[src/rtl/pseudo_ana_stk_n.sv]
// Digital-to-analog stick emulator: per-axis direction presses become unsigned
// analog positions around CENTER, with an acceleration ramp, hold mode and recentre.
module pseudo_ana_stk_n #(
    parameter int NAXIS    = 2,
    parameter int W        = 8,
    parameter int CENTER   = 127,
    parameter int LIMIT    = 120,
    parameter int STEP_MIN = 15,
    parameter int STEP_MAX = 15,
    parameter int ACCEL    = 0,
    parameter int DECAY    = 15
) (
    input  logic                 CLK,
    input  logic                 RESET,
    input  logic                 TICK,
    input  logic [NAXIS-1:0]     NEG,
    input  logic [NAXIS-1:0]     POS,
    input  logic [NAXIS-1:0]     HOLD,
    input  logic                 RECENTER,
    output logic [NAXIS*W-1:0]   AOUT,
    output logic [NAXIS-1:0]     ACTIVE
);

    localparam int PW = W + 2;

    typedef logic signed [PW-1:0] pos_t;

    if (!(LIMIT <= CENTER) || !(CENTER + LIMIT <= (2**W) - 1) ||
        !(1 <= STEP_MIN) || !(STEP_MIN <= STEP_MAX) || !(STEP_MAX <= LIMIT) ||
        !(DECAY >= 1)) begin : g_param_check
        $error("pseudo_ana_stk_n: illegal parameter combination");
    end

    function automatic pos_t sat_pos(input int v);
        if (v > LIMIT) begin
            return PW'(LIMIT);
        end else if (v < -LIMIT) begin
            return PW'(-LIMIT);
        end
        return PW'(v);
    endfunction

    function automatic logic [W-1:0] accel_step(input int s);
        int t;
        t = s + ACCEL;
        if (t > STEP_MAX) begin
            t = STEP_MAX;
        end
        return W'(t);
    endfunction

    // Moves toward zero by DECAY, landing exactly on zero rather than crossing it.
    function automatic int decay_pos(input int p);
        if (p <= DECAY && p >= -DECAY) begin
            return 0;
        end else if (p > 0) begin
            return p - DECAY;
        end
        return p + DECAY;
    endfunction

    pos_t                  pos_q      [NAXIS];
    pos_t                  pos_d      [NAXIS];
    logic [W-1:0]          step_q     [NAXIS];
    logic [W-1:0]          step_d     [NAXIS];
    logic signed [1:0]     ldir_q     [NAXIS];
    logic signed [1:0]     ldir_d     [NAXIS];
    logic                  tick_prev_q;
    logic                  tick_prev_d;
    logic [NAXIS*W-1:0]    aout_q;
    logic [NAXIS*W-1:0]    aout_d;
    logic [NAXIS-1:0]      active_q;
    logic [NAXIS-1:0]      active_d;
    logic                  upd;

    always_comb begin
        int p;
        int dir;
        p           = 0;
        dir         = 0;
        tick_prev_d = TICK;
        upd         = TICK & ~tick_prev_q;
        aout_d      = '0;
        active_d    = '0;
        for (int i = 0; i < NAXIS; i++) begin
            pos_d[i]  = pos_q[i];
            step_d[i] = step_q[i];
            ldir_d[i] = ldir_q[i];
            p         = int'(pos_q[i]);
            dir       = 0;
            if (RECENTER) begin
                pos_d[i]  = '0;
                step_d[i] = W'(STEP_MIN);
                ldir_d[i] = '0;
            end else if (upd) begin
                if (POS[i] && !NEG[i]) begin
                    dir = 1;
                end else if (NEG[i] && !POS[i]) begin
                    dir = -1;
                end
                if (dir != 0 && dir == int'(ldir_q[i])) begin
                    pos_d[i]  = sat_pos(p + dir * int'(step_q[i]));
                    step_d[i] = accel_step(int'(step_q[i]));
                end else if (dir != 0) begin
                    // New press or reversal restarts the ramp from the minimum step.
                    pos_d[i]  = sat_pos(p + dir * STEP_MIN);
                    step_d[i] = accel_step(STEP_MIN);
                    ldir_d[i] = 2'(dir);
                end else begin
                    step_d[i] = W'(STEP_MIN);
                    ldir_d[i] = '0;
                    if (!HOLD[i]) begin
                        pos_d[i] = sat_pos(decay_pos(p));
                    end
                end
            end
            aout_d[i*W +: W] = W'(CENTER + int'(pos_q[i]));
            active_d[i]      = (pos_q[i] != '0);
        end
    end

    // tick_prev resets high so a TICK held through reset release is not an edge.
    always_ff @(posedge CLK) begin
        if (RESET) begin
            tick_prev_q <= 1'b1;
            active_q    <= '0;
            for (int i = 0; i < NAXIS; i++) begin
                pos_q[i]            <= '0;
                step_q[i]           <= W'(STEP_MIN);
                ldir_q[i]           <= '0;
                aout_q[i*W +: W]    <= W'(CENTER);
            end
        end else begin
            tick_prev_q <= tick_prev_d;
            aout_q      <= aout_d;
            active_q    <= active_d;
            for (int i = 0; i < NAXIS; i++) begin
                pos_q[i]  <= pos_d[i];
                step_q[i] <= step_d[i];
                ldir_q[i] <= ldir_d[i];
            end
        end
    end

    assign AOUT   = aout_q;
    assign ACTIVE = active_q;

endmodule
[config.mk]
export PLATFORM = sky130hd
export DESIGN_NAME = pseudo_ana_stk_n
export DESIGN_NICKNAME = d
export VERILOG_FILES = /design/src/rtl/pseudo_ana_stk_n.sv
export SDC_FILE = /design/constraint.sdc
export NUM_CORES = 1
export LEC_CHECK = 0
export ABC_AREA = 1
export ABC_CLOCK_PERIOD_IN_PS = 5200
export CORE_AREA = 2 2 150 122
export DETAILED_ROUTE_END_ITERATION = 6
export DIE_AREA = 0 0 152 124
export PLACE_DENSITY_LB_ADDON = 0.12
export SETUP_SLACK_MARGIN = 0.1
export SYNTH_ARGS = -nofsm -noshare
export SYNTH_HDL_FRONTEND = slang
export SYNTH_SLANG_ARGS = --single-unit
[constraint.sdc]
create_clock -name CLK -period 5.2 [get_ports CLK]
set_input_delay 0.52 -clock CLK [delete_from_list [all_inputs] [get_ports CLK]]
set_output_delay 0.52 -clock CLK [all_outputs]
set_load 0.1 [all_outputs]
==> results of run 1 <==
==> final cells by class <==
| class | count | area (um2) | area share |
|---|---|---|---|
| inverters | 162 | 616 | 0.0732 |
| flip-flops and latches | 43 | 861 | 0.102 |
| clock inverters | 2 | 12.5 | 0.00149 |
| repair buffers | 51 | 450 | 0.0535 |
| clock buffers | 6 | 129 | 0.0153 |
| well taps | 225 | 282 | 0.0335 |
| multi-input cells | 1011 | 6060 | 0.721 |
==> synthesized netlist by cell type, types with 2 or more instances <==
cell,count,area share
buf_2,7,0.0046
a31o_2,2,0.0023
o21ai_1,2,0.0013
xnor2_1,13,0.015
clkinv_1,3,0.0015
nor2_2,6,0.0049
inv_2,12,0.0059
nand2_1,357,0.17
nand3_2,12,0.016
nor2_4,3,0.0044
o31ai_1,2,0.0020
nand2_2,23,0.019
or2_2,8,0.0065
nand3_1,97,0.063
nand2_4,3,0.0044
a21oi_2,7,0.0080
ha_1,106,0.17
o21ai_2,6,0.0068
a21oi_1,67,0.044
xor2_1,54,0.062
o21ai_0,37,0.024
dfxtp_1,43,0.11
nor3_1,13,0.0085
inv_1,143,0.070
clkinv_2,2,0.0013
o211ai_1,4,0.0039
buf_4,3,0.0029
nand4_1,36,0.029
fa_1,8,0.021
nand3b_1,10,0.0098
buf_6,6,0.0088
clkbuf_1,5,0.0024
inv_4,2,0.0016
o21bai_1,4,0.0039
nor2_1,110,0.054
a41oi_1,2,0.0023
nand3_4,2,0.0046
==> flip-flops by register name, summed over array words and instances, names as in the netlist <==
register and cells:
tick_prev_q 1, ldir_q 4, AOUT 16, pos_q 20, ACTIVE 2
==> critical path, cell delays in order <==
cell and delay [ns]:
clkdlybuf4s50_1 0.51, inv_1 0.06, ha_1 0.24, ha_1 0.24, or2_2 0.30, ha_1 0.30
ha_1 0.23, fa_1 0.42, nand3_1 0.12, nand2_1 0.12, nand2_1 0.10, nand2_1 0.08
nand2_1 0.11, nand2_1 0.06, ha_1 0.30, nor3_1 0.17, nand2_1 0.06, nor2_1 0.10
nand3_1 0.09, nor2_1 0.10, nand2_1 0.07, nand3_2 0.16, nand3_1 0.09, nand2_1 0.07
nand3_1 0.07, nand2_1 0.08, a21oi_1 0.06
==> what timing repair did <==
action	in CTS	in global routing
resized for setup	0	7
endpoints found under the setup margin	0	11
hold buffers	0	0
==> how the worst max path moves through the flow <==
stage,start,end,depth (start not counted)
global route,NEG[0],pos_q[0][0]$_SDFFE_PP0P_,25
detailed placement,NEG[0],pos_q[0][3]$_SDFFE_PP0P_,27
CTS,NEG[0],pos_q[0][3]$_SDFFE_PP0P_,27
finish,NEG[1],pos_q[0][13]$_SDFFE_PP0P_,27
floorplan,POS[0],pos_q[0][3]$_SDFFE_PP0P_,27
global placement,NEG[0],pos_q[0][2]$_SDFFE_PP0P_,26
==> kinds of logic (layout without fill, tap and decap cells) <==
group / count (synthesis) / after routing
xor+xnor: 68 / 68
fa+ha+maj: 114 / 114
simple gates: 690 / 690
compound gates: 139 / 139
buf+inv: 186 / 221
flops: 43 / 43
==> per-stage QoR <==
step / utilization / instance area, um2
6_report: 0.487 / 8410
3_5_place_dp: 0.478 / 8250
5_1_grt: 0.487 / 8410
4_1_cts: 0.486 / 8390
3_3_place_gp: 0.478 / 8250
2_1_floorplan: - / 7690
==> metal layers <==
layer	track usage	wire length (um)	vias to the layer above
met5	0	0	-
met4	0.0350	169	0
met3	0.0306	1030	18
met2	0.345	8300	141
met1	0.333	11200	3473
li1	-	-	4093
==> power by group <==
group / internal [uW] / leakage (uW) / switching [uW]
combinational: 169 / 0.00415 / 317
sequential: 336 / 0.000348 / 6.83
clock: 177 / 0.0000669 / 129
==> flow_summary.toml, run 1 <==
[sta]
relSlewSlack = 0.334
fin_crit_ns = 4.68
fmax_mhz = 214
period_share = 0.901
rsz0062_at_grt = "true"
layout_setup_ws_ns = 0.517
hold_viol_final = 0
setup_violations = 0
final_max_slew_viol_count = 0
setup_tns_ns = 0
clock_skew_ns = 0.00949
tightest_slew_ns = 0.995
hold_ws_ns = 0.555

[min_path]
min_from = "ldir_q[0][0]$_SDFFE_PP0P_"
hold_class = "flop to flop"
hold_path_end = "ldir_q[0][0]$_SDFFE_PP0P_"
holdPathStages = 2

[cts]
cts.clk_slew.worst_paths_ns = 0.06
numCtsBuffers = 5
cts_sinks = 43
cts_max_level = 2
root_buffer = "clkbuf_16"
clock_path_buffers = 2
cts_tree = "built"
insertion_delay_ns = 0.29
post-cts-setup-buffers = 0

[floorplanning]
start_util = 0.445
core_area_um2 = 17300
die_h_um = 124
placementRows = 43
die_x_um = 152
pin_count = 28
dieArea_um2 = 18800

[layout]
instances_no_fill = 1500
drive_gt1_frac = 0.103
final_nets = 1398
nFillCells = 1831
area_growth_pct = 9.39
final_common_cell = "nand2_1"
antennaDiodeCount = 0
final_cell_mix = "355 x nand2_1, 143 x inv_1, 109 x nor2_1, 105 x ha_1, 96 x nand3_1"

[detailed_routing]
wirelength_um = 20700
dr.pass1.iters = 5
first_iter_violations = 456
ant_nets = 0
avgRoutedWirePerCell_um = 13.8
vias_per_cell = 5.15
drc = 0
vias = 7725

[pwr]
power.density_nw_per_um2 = 135
power.total_uw = 1140
p_leak_uw = 0.00457
ir_worst_vdd_v = 0.000146

[setup_path]
critical_path_class = "primary input to flop"
reg2reg_from = "pos_q[0][14]$_SDFFE_PP0P_"
critPathCaptureType = "flop"
critPathLaunchType = "primary input"
crit_required_ns = 5.36
reg2reg_to = "pos_q[0][13]$_SDFFE_PP0P_"
arrival_ns = 4.84
rrSetupSlack_ns = 1.01
crit_fanout = 7
r2r_cells = 26

[yosys]
syn_area_um2 = 7690
synth-simple-area-share = 0.409
synth-compound-area-share = 0.105
synth_edf_count = 0
netlist_instances = 1240
ys_seq_elements = 43
ys_warn_count = 0
post_synth.cell_area_avg_um2 = 6.20
synth_xor_area_frac = 0.0784
synth_fp_nets = 1364
synth_top_family_by_area = "simple AND/OR/NAND/NOR gates"
synth-seq-area-share = 0.112
synth_mux_area_frac = 0
synth_cell_types = 57
synth_ff_type = "dfxtp_1"
synthArstFlopShare = 0
synth_fa_ha_area_frac = 0.193

[placement]
post-place-ws_ns = 0.165
dpl.hpwl_um = 17100
io_buffer_count = 27
dp.cells = 1492
place.gp.congestion = 0.853

[global_routing]
grt-ovfl-total = 0
grt_usage = 0.222
grt_max_degree = 18
antenna_found_initial = 0
grt_pass1_wl_um = 35000
grt_pass1_vias = 7274

[job]
maxCapViolCount = 0

[status]
status = "complete, no violations"
Power figures use the tool's default switching activity.
==> run 2, diff against run 1 <==
--- a/config.mk
+++ b/config.mk
@@ -11,7 +11,9 @@
 export DETAILED_ROUTE_END_ITERATION = 6
 export DIE_AREA = 0 0 152 124
 export PLACE_DENSITY_LB_ADDON = 0.12
+export REMOVE_ABC_BUFFERS = 1
 export SETUP_SLACK_MARGIN = 0.1
+export SLEW_MARGIN = 20
 export SYNTH_ARGS = -nofsm -noshare
 export SYNTH_HDL_FRONTEND = slang
 export SYNTH_SLANG_ARGS = --single-unit
==> flow_summary.toml, run 2 (synthesized netlist as in run 1, its figures left out) <==
[layout]
area_growth_pct = 9.23
final_nets = 1396
seq_area_um2 = 861
antennaDiodeCount = 0
instances_no_fill = 1498
final_cell_mix = "355 x nand2_1, 143 x inv_1, 110 x nor2_1, 104 x ha_1, 96 x nand3_1"
final_common_cell = "nand2_1"
nFillCells = 1834
multi_input_area_um2 = 6060
largest_reg_flops = 20
drive_gt1_frac = 0.102
regMostFlops = "pos_q"

[sta]
layout_setup_ws_ns = 0.483
fin_crit_ns = 4.72
rsz0062_at_grt = "false"
setup_tns_ns = 0
period_share = 0.907
setup_violations = 0
final_max_slew_viol_count = 0
fmax_mhz = 212
relSlewSlack = 0.333
hold_viol_final = 0
tightest_slew_ns = 0.998
clock_skew_ns = 0.00548

[placement]
place.gp.congestion = 0.927
io_buffer_count = 27
dpl.hpwl_um = 17000
post-place-ws_ns = 0.141
dp.cells = 1489

[floorplanning]
dieArea_um2 = 18800
placementRows = 43
pin_count = 28
start_util = 0.445
core_area_um2 = 17300
die_x_um = 152
die_h_um = 124

[setup_path]
critical_path_class = "primary input to flop"
rrSetupSlack_ns = 1.02
critPathLaunchType = "primary input"
reg2reg_to = "pos_q[0][13]$_SDFFE_PP0P_"
crit_required_ns = 5.40
reg2reg_from = "pos_q[0][14]$_SDFFE_PP0P_"
r2r_cells = 26
crit_fanout = 6
critPathCaptureType = "flop"
arrival_ns = 4.91

[detailed_routing]
vias = 7621
first_iter_violations = 579
vias_per_cell = 5.09
wirelength_um = 20300
dr.pass1.iters = 5
ant_nets = 0
avgRoutedWirePerCell_um = 13.6
drc = 0

[cts]
clock_path_buffers = 2
numCtsBuffers = 5
root_buffer = "clkbuf_16"
insertion_delay_ns = 0.28
cts_sinks = 43
cts_max_level = 2
cts.clk_slew.worst_paths_ns = 0.06
cts_tree = "built"

[global_routing]
grt-ovfl-total = 0
grt_pass1_wl_um = 33900
antenna_found_initial = 0
grt_max_degree = 27
grt_pass1_vias = 6959
grt_usage = 0.216

[pwr]
power.density_nw_per_um2 = 134
p_leak_uw = 0.00455
power.total_uw = 1120
ir_worst_vdd_v = 0.000193

[min_path]
hold_path_end = "ldir_q[0][0]$_SDFFE_PP0P_"
min_from = "ldir_q[0][0]$_SDFFE_PP0P_"
holdPathStages = 2
hold_class = "flop to flop"

[status]
status = "complete, no violations"

[job]
maxCapViolCount = 0
==> run 2: cell count changes in the layout (fill, tap and decap cells not counted), sizes merged <==
| cell | previous run | this run |
|---|---|---|
| buf | 24 | 22 |
==> run 2: power breakdown <==
| part | leakage, uW | switching, uW | total, uW | internal [uW] |
|---|---|---|---|---|
| logic | 0.00414 | 313 | 480 | 167 |
| clock network | 0.0000669 | 122 | 299 | 177 |
| registers | 0.000348 | 7.17 | 343 | 336 |
| total | 0.00455 | 443 | 1120 | 680 |
==> run 2: worst max-delay path by stage <==
stage	from	endpoint	slack, ns	depth (start not counted)
floorplan	POS[0]	pos_q[0][3]$_SDFFE_PP0P_	0.70	25
finish	NEG[1]	pos_q[0][10]$_SDFFE_PP0P_	0.48	26
global route	NEG[0]	pos_q[0][3]$_SDFFE_PP0P_	0.13	27
CTS	NEG[0]	pos_q[0][0]$_SDFFE_PP0P_	0.42	25
global placement	NEG[0]	pos_q[0][3]$_SDFFE_PP0P_	0.12	27
detailed placement	NEG[0]	pos_q[0][0]$_SDFFE_PP0P_	0.14	25
==> run 2: layout make-up <==
cell class	instances	area share
flip-flops and latches	43	0.102
repair buffers	49	0.0518
multi-input cells	1011	0.722
clock buffers	6	0.0153
inverters	162	0.0733
clock inverters	2	0.00149
well taps	225	0.0335
==> run 2: repair_timing <==
action,CTS,global route
endpoints found under the hold margin,0,0
endpoints found under the setup margin,0,10
hold buffers,0,0
gates resized for setup,0,8
buffers inserted,0,1
==> run 2: metrics by stage <==
stage               hold WS, ns  area (um2)  utilization
global placement          0.536        8220        0.476
detailed placement        0.535        8220        0.476
finish                    0.554        8400        0.486
global route              0.565        8400        0.486
floorplan                 0.453        7510            -
CTS                       0.553        8370        0.484
==> run 2: layer usage <==
metal	GRT usage	share of wire	vias to the layer above
met5	0	0	-
met4	0.0292	0.0047	0
met3	0.0209	0.047	9
met2	0.334	0.41	137
met1	0.330	0.54	3380
li1	-	-	4095
==> run 2: worst max-delay path: stages <==
cell             delay, ns
clkdlybuf4s50_1       0.51
inv_1                 0.06
ha_1                  0.32
clkinv_1              0.14
ha_1                  0.22
ha_1                  0.26
fa_1                  0.45
nand3_1               0.13
nand2_1               0.10
nand2_1               0.12
nand2_1               0.08
nand2_1               0.14
nand2_1               0.08
ha_1                  0.18
inv_1                 0.05
nand2_1               0.06
xor2_1                0.17
nor3_1                0.30
nand3b_1              0.11
nor2_1                0.10
nand3b_1              0.19
nand2_2               0.18
nand3_1               0.11
a21oi_2               0.17
nand2_1               0.07
a21oi_1               0.12
